`config.mk`:
```
export PLATFORM = sky130hd
export DESIGN_NAME = l1_fill_responder
export DESIGN_NICKNAME = d
export VERILOG_FILES = /design/src/rtl/l1_fill_responder_pkg.sv /design/src/rtl/l1_fill_responder_sat_counter.sv /design/src/rtl/l1_fill_responder.sv
export SDC_FILE = /design/constraint.sdc
export NUM_CORES = 1
export LEC_CHECK = 0
export ABC_AREA = 1
export BUFFER_PORTS_ARGS = -buffer_cell sky130_fd_sc_hd__buf_2
export CORE_UTILIZATION = 35
export DETAILED_ROUTE_END_ITERATION = 8
export SYNTH_ARGS = -nofsm -noshare
export SYNTH_HDL_FRONTEND = slang
export SYNTH_SLANG_ARGS = --single-unit
```
`constraint.sdc`:
```
create_clock -name clk -period 5.1 [get_ports clk]
set_clock_uncertainty 0.2 [all_clocks]
set_input_delay 1.02 -clock clk [delete_from_list [all_inputs] [get_ports clk]]
set_output_delay 1.02 -clock clk [all_outputs]
set_load 0.005 [all_outputs]
```
`src/rtl/l1_fill_responder_pkg.sv`:
```
// Shared types for the L1 fill/snoop responder: MESI encoding, line and command payloads, opcodes, FSM states.
package l1_fill_responder_pkg;

    localparam int unsigned TAG_W = 12;
    localparam int unsigned IDX_W = 14;
    localparam int unsigned OFF_W = 6;
    localparam int unsigned LRU_W = 3;
    localparam int unsigned CMD_W = 4;

    typedef enum logic [1:0] {
        MESI_I = 2'd0,
        MESI_S = 2'd1,
        MESI_E = 2'd2,
        MESI_M = 2'd3
    } mesi_t;

    typedef struct packed {
        logic [TAG_W-1:0] tag;
        logic [LRU_W-1:0] lru;
        mesi_t            mesi;
    } cache_line_t;

    typedef struct packed {
        logic [CMD_W-1:0] n;
        logic [TAG_W-1:0] tag;
        logic [IDX_W-1:0] index;
        logic [OFF_W-1:0] offset;
    } command_t;

    localparam logic [CMD_W-1:0] CMD_RD_DATA     = 4'd0;
    localparam logic [CMD_W-1:0] CMD_WR_DATA     = 4'd1;
    localparam logic [CMD_W-1:0] CMD_RD_INSTR    = 4'd2;
    localparam logic [CMD_W-1:0] CMD_SNOOP_INVAL = 4'd3;
    localparam logic [CMD_W-1:0] CMD_SNOOP_RD    = 4'd4;
    localparam logic [CMD_W-1:0] CMD_CLEAR       = 4'd8;
    localparam logic [CMD_W-1:0] CMD_PRINT       = 4'd9;

    typedef enum logic [1:0] {
        ST_IDLE = 2'd0,
        ST_WAIT = 2'd1,
        ST_WB   = 2'd2,
        ST_RESP = 2'd3
    } resp_state_t;

endpackage

```
`src/rtl/l1_fill_responder_sat_counter.sv`:
```
// Saturating event counter with synchronous clear (clear wins over increment).
module l1_fill_responder_sat_counter #(
    parameter int unsigned CNT_W = 16
) (
    input  logic             clk,
    input  logic             rst_n,
    input  logic             inc,
    input  logic             clr,
    output logic [CNT_W-1:0] count
);

    logic [CNT_W-1:0] count_q, count_d;

    always_comb begin
        count_d = count_q;
        if (clr) begin
            count_d = '0;
        end else if (inc && (count_q != '1)) begin
            count_d = count_q + CNT_W'(1);
        end
    end

    always_ff @(posedge clk or negedge rst_n) begin
        if (!rst_n) begin
            count_q <= '0;
        end else begin
            count_q <= count_d;
        end
    end

    assign count = count_q;

endmodule

```
`src/rtl/l1_fill_responder.sv`:
```
// Far end of the L1 miss/snoop interface: models L2 latency, writes back dirty victims, returns the fill line.
module l1_fill_responder
    import l1_fill_responder_pkg::*;
#(
    parameter int unsigned L2_LATENCY = 4,
    parameter int unsigned CNT_W      = 16
) (
    input  logic             clk,
    input  logic             rst_n,
    input  logic             req_valid,
    output logic             req_ready,
    input  command_t         req_cmd,
    input  cache_line_t      req_line,
    input  logic             snoop_hit,
    output logic             wb_valid,
    input  logic             wb_ready,
    output cache_line_t      wb_line,
    output logic             resp_valid,
    input  logic             resp_ready,
    output cache_line_t      resp_line,
    output logic [CNT_W-1:0] stat_reads,
    output logic [CNT_W-1:0] stat_writes,
    output logic [CNT_W-1:0] stat_wbs,
    output logic [CNT_W-1:0] stat_invals
);

    localparam int unsigned LAT_W = (L2_LATENCY > 1) ? $clog2(L2_LATENCY) : 1;

    resp_state_t      state_q, state_d;
    logic [LAT_W-1:0] lat_q, lat_d;
    logic [CMD_W-1:0] n_q, n_d;
    logic [TAG_W-1:0] tag_q, tag_d;
    cache_line_t      victim_q, victim_d;
    logic             shared_q, shared_d;
    logic             req_ready_q, req_ready_d;
    logic             wb_valid_q, wb_valid_d;
    logic             resp_valid_q, resp_valid_d;
    cache_line_t      wb_line_q, wb_line_d;
    cache_line_t      resp_line_q, resp_line_d;

    logic             accept_c;
    logic             start_c;
    cache_line_t      fill_line_c;
    logic             unused_addr;

    // Victim must go back to L2 before the new line is installed.
    function automatic logic needs_wb(input logic [CMD_W-1:0] n, input cache_line_t victim,
                                      input logic [TAG_W-1:0] tag);
        case (n)
            CMD_RD_DATA, CMD_WR_DATA, CMD_RD_INSTR:
                needs_wb = (victim.mesi == MESI_M) && (victim.tag != tag);
            CMD_SNOOP_RD: needs_wb = (victim.mesi == MESI_M);
            default:      needs_wb = 1'b0;
        endcase
    endfunction

    function automatic mesi_t fill_mesi(input logic [CMD_W-1:0] n, input cache_line_t victim,
                                        input logic [TAG_W-1:0] tag, input logic shared);
        logic hit;
        hit = (victim.mesi != MESI_I) && (victim.tag == tag);
        case (n)
            CMD_RD_DATA:     fill_mesi = hit ? victim.mesi : (shared ? MESI_S : MESI_E);
            CMD_WR_DATA:     fill_mesi = MESI_M;
            CMD_RD_INSTR:    fill_mesi = shared ? MESI_S : MESI_E;
            CMD_SNOOP_INVAL: fill_mesi = MESI_I;
            CMD_SNOOP_RD:    fill_mesi = ((victim.mesi == MESI_M) || (victim.mesi == MESI_E))
                                         ? MESI_S : victim.mesi;
            default:         fill_mesi = victim.mesi;
        endcase
    endfunction

    assign accept_c    = req_valid & req_ready_q;
    assign unused_addr = ^{req_cmd.index, req_cmd.offset};

    // Only opcodes 0-4 open a transaction; 8/9 and unknown opcodes are swallowed in IDLE.
    always_comb begin
        start_c = 1'b0;
        case (req_cmd.n)
            CMD_RD_DATA, CMD_WR_DATA, CMD_RD_INSTR, CMD_SNOOP_INVAL, CMD_SNOOP_RD: start_c = accept_c;
            CMD_CLEAR, CMD_PRINT: start_c = 1'b0;
            default:              start_c = 1'b0;
        endcase
    end

    always_comb begin
        fill_line_c      = '0;
        fill_line_c.tag  = tag_q;
        fill_line_c.lru  = '0;
        fill_line_c.mesi = fill_mesi(n_q, victim_q, tag_q, shared_q);
    end

    always_comb begin
        state_d     = state_q;
        lat_d       = lat_q;
        n_d         = n_q;
        tag_d       = tag_q;
        victim_d    = victim_q;
        shared_d    = shared_q;
        wb_line_d   = wb_line_q;
        resp_line_d = resp_line_q;
        case (state_q)
            ST_IDLE: begin
                if (start_c) begin
                    n_d      = req_cmd.n;
                    tag_d    = req_cmd.tag;
                    victim_d = req_line;
                    shared_d = snoop_hit;
                    lat_d    = LAT_W'(L2_LATENCY - 1);
                    state_d  = ST_WAIT;
                end
            end
            ST_WAIT: begin
                if (lat_q == '0) begin
                    if (needs_wb(n_q, victim_q, tag_q)) begin
                        wb_line_d = victim_q;
                        state_d   = ST_WB;
                    end else begin
                        resp_line_d = fill_line_c;
                        state_d     = ST_RESP;
                    end
                end else begin
                    lat_d = lat_q - LAT_W'(1);
                end
            end
            ST_WB: begin
                if (wb_ready) begin
                    resp_line_d = fill_line_c;
                    state_d     = ST_RESP;
                end
            end
            ST_RESP: begin
                if (resp_ready) begin
                    state_d = ST_IDLE;
                end
            end
            default: state_d = ST_IDLE;
        endcase
        req_ready_d  = (state_d == ST_IDLE);
        wb_valid_d   = (state_d == ST_WB);
        resp_valid_d = (state_d == ST_RESP);
    end

    always_ff @(posedge clk or negedge rst_n) begin
        if (!rst_n) begin
            state_q      <= ST_IDLE;
            lat_q        <= '0;
            n_q          <= '0;
            tag_q        <= '0;
            victim_q     <= '0;
            shared_q     <= 1'b0;
            req_ready_q  <= 1'b1;
            wb_valid_q   <= 1'b0;
            resp_valid_q <= 1'b0;
            wb_line_q    <= '0;
            resp_line_q  <= '0;
        end else begin
            state_q      <= state_d;
            lat_q        <= lat_d;
            n_q          <= n_d;
            tag_q        <= tag_d;
            victim_q     <= victim_d;
            shared_q     <= shared_d;
            req_ready_q  <= req_ready_d;
            wb_valid_q   <= wb_valid_d;
            resp_valid_q <= resp_valid_d;
            wb_line_q    <= wb_line_d;
            resp_line_q  <= resp_line_d;
        end
    end

    assign req_ready  = req_ready_q;
    assign wb_valid   = wb_valid_q;
    assign wb_line    = wb_line_q;
    assign resp_valid = resp_valid_q;
    assign resp_line  = resp_line_q;

    // Bus statistics; opcode 8 clears all four on its accept edge.
    l1_fill_responder_sat_counter #(.CNT_W(CNT_W)) u_cnt_reads (
        .clk   (clk),
        .rst_n (rst_n),
        .inc   (accept_c && ((req_cmd.n == CMD_RD_DATA) || (req_cmd.n == CMD_RD_INSTR))),
        .clr   (accept_c && (req_cmd.n == CMD_CLEAR)),
        .count (stat_reads)
    );

    l1_fill_responder_sat_counter #(.CNT_W(CNT_W)) u_cnt_writes (
        .clk   (clk),
        .rst_n (rst_n),
        .inc   (accept_c && (req_cmd.n == CMD_WR_DATA)),
        .clr   (accept_c && (req_cmd.n == CMD_CLEAR)),
        .count (stat_writes)
    );

    l1_fill_responder_sat_counter #(.CNT_W(CNT_W)) u_cnt_wbs (
        .clk   (clk),
        .rst_n (rst_n),
        .inc   (wb_valid_q && wb_ready),
        .clr   (accept_c && (req_cmd.n == CMD_CLEAR)),
        .count (stat_wbs)
    );

    l1_fill_responder_sat_counter #(.CNT_W(CNT_W)) u_cnt_invals (
        .clk   (clk),
        .rst_n (rst_n),
        .inc   (accept_c && (req_cmd.n == CMD_SNOOP_INVAL)),
        .clr   (accept_c && (req_cmd.n == CMD_CLEAR)),
        .count (stat_invals)
    );

endmodule

```
==> results.txt <==
The flow ran to the end, and the final reports show no timing, DRC or antenna violations. The met3 track demand over resource is 4.72%. The finished cells cover 8170 um2. Headroom to the max-slew limit came out at 40.5%. The most used flip-flop cell after synthesis is sky130_fd_sc_hd__dfrtp_1. The via count of the first global-routing pass is 5580. The detail-routed via count per cell came out at 4.78. The critical path's most frequent cell is sky130_fd_sc_hd__nand2_1. The number of I/O pins is 160. For this run, the slowest stage of the critical path takes 0.60 ns. The highest-utilization routing layer at the global route stage is met2. The power spent charging and discharging nets is 0.00155 W. The average detailed-routed wire length per instance is 13.6 um. The fraction of final layout cells with drive strength greater than 1 came out at 19.8%. The per-instance average area after synthesis is 7.94 um2. The biggest area contributor in the post-synthesis netlist is sky130_fd_sc_hd__dfrtp_1. The total overflow left after global routing is 0. The combinational fraction of design power came out at 28.5%. The final period utilization is 56.3%.

STA classifies the critical path startpoint as an input port. The tree built by TritonCTS fans out to 136 sinks. The required time of the critical path is 5.22 ns. The total clock buffers created by CTS came out at 17.

The proportion of synthesized chip area in sequential cells came out at 50.9%. The floorplan die height came out at 140 um. The worst-skew pair later-pin latency is 0.42 ns. Detailed routing inserted a total of 5885 vias.

The final hold violation count is 0. Buffers placed on the I/O ports in this run total 136. The number of buffers added to fix hold violations after cts is 0. The cell sitting at the root of the clock tree is a sky130_fd_sc_hd__clkbuf_16. The floorplan die width is 140 um. For this run, the detailed router's first-pass iteration total came to 5. The share of total power consumed by net switching is 37.7%. The first-iteration detailed-routing DRC count is 291. The flop and latch count out of synthesis came out at 136. The number of pins with negative max-slew slack in the final report came out at 0.

The overall global routing resource usage came out at 18.0%. Setup repair after global routing left no endpoint under its margin. The number of flops mapped to enable cells by yosys is 0. Counting distinct cell types in the post-synthesis netlist gives 39. The post-synthesis to final-layout area growth came out at 22.2%.

The warning count from the yosys run is 0. The clock slew seen by the registers of the worst setup and hold paths came out at 0.07 ns. The instance count of the mapped netlist came out at 842.

At the pin with the least slew margin, the transition time is 0.891 ns. The worst setup margin came out at 2.23 ns. The signal on the critical path passes through buf_2 -> nand2_1 -> nor3_1 -> nand2_1 -> inv_1 -> buf_4 -> nand2_1 -> o21ai_0.

The commonest cells after synthesis are 209 x sky130_fd_sc_hd__nand2_1, 135 x sky130_fd_sc_hd__dfrtp_1, 105 x sky130_fd_sc_hd__inv_1, 87 x sky130_fd_sc_hd__o21ai_0, 75 x sky130_fd_sc_hd__nor2_1. The number of antenna violations at the first check in global routing is 0. After floorplanning, the core was sized to cover 18700 um2.

The sequential cell fraction of total power came out at 42.2%. At the end of routability-driven placement, the weighted congestion stood at 0.861. The final standard cell utilization of the core came out at 43.7%. The leakage power summed over all cells is 4.17 nW. The first-pass GRT wire length came out at 28.0 mm. The arrival time at the worst endpoint is 2.99 ns. Global routing consumed, on the met1 layer, 23.6% of the routing resources. The starting density of the core came out at 35.8%. The worst setup slack after placement is 1.76 ns. The row count is 50. Max-cap violations in this run came to 0.

The proportion of power drawn by the clock network came out at 29.3%. STA classifies the critical path endpoint as a register. In this run the remaining antenna-violating nets after routing total 0. The highest attainable clock frequency is 0.348 GHz.

The buffers plus inverters on the worst setup path came out at 3. On the critical path, the stage with the largest delay is an instance of sky130_fd_sc_hd__inv_1. The met2 track demand over resource is 29.1%. The time the final worst path needs with I/O delays and setup came out at 2.87 ns. In the synthesized netlist the async set-or-reset flop fraction comes to 100%. The post-CTS setup repair buffer count came out at 0. The final layout contains routed wiring with a total length of 16.8 mm.

The number of setup violations in the final report came out at 0. The HPWL after detailed placement is 12.1 mm. The clock tree from TritonCTS is done. Power spread over the standard cell area amounts to 502 nW/um2. Setup total negative slack on the finished layout was measured at 0 ns. The min-delay analysis places its worst path in the category register to register. The pin count of the biggest net entering global routing came out at 71.

The number of resized instances in the post-cts repair step is 0. The cell family contributing the most delay on the critical path is buffers and inverters. The kind of critical path is input port to register. The summed instance area of the synthesized netlist is 6690 um2. The number of H-tree branching levels came out at 4. Internal power comes to 0.00255 W.

The maximum fanout along the worst path came out at 34. The die covers 19700 um2. VDD sags by at most 0.264 mV. The repair_antennas step left the layout with diodes totalling 0. In the post-synthesis netlist, the cell with the most instances is sky130_fd_sc_hd__nand2_1. The placed instances occupy a cell area of 7600 um2. The share of Yosys cell area claimed by the top area cell type came out at 50.5%. The number of buffers on the longest clock path is 2.

By area the synthesized netlist is led by sky130_fd_sc_hd__dfrtp_1 51%, sky130_fd_sc_hd__nand2_1 12%, sky130_fd_sc_hd__o21ai_0 6.5%. The post-route DRC violation count is 0. The net count of the finished layout came out at 1047.
-- worst paths after layout --
path	start	end	slack, ns	depth (start not counted)
max in group asynchronous	rst_n	u_cnt_reads.count[4]$_DFFE_PN0P_	3.34	2
worst max register to register	req_ready$_DFF_PN1_	tag_q[8]$_DFFE_PN0P_	2.37	7
min in group asynchronous	rst_n	tag_q[1]$_DFFE_PN0P_	0.39	1
worst min register to register	wb_line[1]$_DFFE_PN0P_	wb_line[1]$_DFFE_PN0P_	0.27	2
worst min-delay path	wb_line[1]$_DFFE_PN0P_	wb_line[1]$_DFFE_PN0P_	0.27	2
worst max-delay path	req_valid	tag_q[8]$_DFFE_PN0P_	2.23	8
-- state kept, by name, summed over array words and instances, names as in the netlist --
signal / count
lat_q: 2
n_q: 4
req_ready: 1
resp_line: 14
resp_valid: 1
shared_q: 1
state_q: 2
tag_q: 12
u_cnt_invals.count: 16
u_cnt_reads.count: 16
u_cnt_wbs.count: 16
u_cnt_writes.count: 16
victim_q: 17
wb_line: 17
wb_valid: 1
-- tightest hold or removal path, cell delays in order, from the launching register on --
cell and delay [ns]:
sky130_fd_sc_hd__dfrtp_1 0.35, sky130_fd_sc_hd__inv_1 0.04, sky130_fd_sc_hd__nand2_1 0.05
-- cells in the final DEF, fill, tap and decap left out, types with 3 or more instances in the layout --
cell / instances
sky130_fd_sc_hd__nand2_1: 209
sky130_fd_sc_hd__ha_1: 5
sky130_fd_sc_hd__a31oi_1: 4
sky130_fd_sc_hd__nor4_1: 8
sky130_fd_sc_hd__clkbuf_16: 17
sky130_fd_sc_hd__buf_4: 5
sky130_fd_sc_hd__nor2_2: 3
sky130_fd_sc_hd__inv_1: 105
sky130_fd_sc_hd__a211oi_1: 3
sky130_fd_sc_hd__o21ai_0: 87
sky130_fd_sc_hd__nand3_1: 54
sky130_fd_sc_hd__inv_6: 5
sky130_fd_sc_hd__dfrtp_1: 135
sky130_fd_sc_hd__conb_1: 3
sky130_fd_sc_hd__inv_2: 4
sky130_fd_sc_hd__o31ai_1: 3
sky130_fd_sc_hd__buf_2: 135
sky130_fd_sc_hd__nor3_1: 26
sky130_fd_sc_hd__xor2_1: 9
sky130_fd_sc_hd__nand2_2: 5
sky130_fd_sc_hd__nor2_1: 75
sky130_fd_sc_hd__nand4_1: 12
sky130_fd_sc_hd__clkinv_4: 3
sky130_fd_sc_hd__a21oi_1: 40
sky130_fd_sc_hd__o21ai_1: 11
sky130_fd_sc_hd__inv_8: 4
-- power by group through the flow --
stage          clock, W  combinational, W  sequential [W]
5_1_grt         0.00128           0.00136         0.00179
3_5_place_dp          0           0.00119         0.00174
6_report        0.00120           0.00117         0.00173
3_3_place_gp          0           0.00116         0.00174
2_1_floorplan         0          0.000735         0.00171
4_1_cts         0.00123           0.00119         0.00173
-- metrics by stage --
step / power [W] / hold slack, ns / std cells
2_1_floorplan: 0.00244 / 0.257 / 844
3_3_place_gp: 0.00290 / 0.243 / 1198
3_5_place_dp: 0.00293 / 0.253 / 1198
4_1_cts: 0.00416 / 0.272 / 1230
5_1_grt: 0.00443 / 0.296 / 1230
6_report: 0.00410 / 0.270 / 1230
-- routing by layer --
layer | share of wire (%) | vias up
li1 | - | 3031
met1 | 47 | 2700
met2 | 46 | 142
met3 | 5.6 | 12
met4 | 0.91 | 0
met5 | 0 | -
-- cell type report --
cell class,count,area [um2]
Tap cell,234,293
Clock inverter,14,130
Sequential cell,136,3400
Clock buffer,18,439
Inverter,110,415
Fill cell,1891,10500
Multi-Input combinational cell,577,2760
Timing Repair Buffer,141,724
-- cells by family (layout without fill, tap and decap cells) --
| family | count (synthesis) | count (layout) | synth area share, % |
|---|---|---|---|
| simple gates | 403 | 403 | 26.5 |
| flops | 136 | 136 | 50.9 |
| compound gates | 155 | 155 | 12.2 |
| fa+ha+maj | 5 | 5 | 0.935 |
| buf+inv | 131 | 283 | 7.90 |
| xor+xnor | 11 | 11 | 1.44 |
| other cells | 1 | 3 | 0.0561 |
Note: power is estimated with default switching activity, not from simulation.
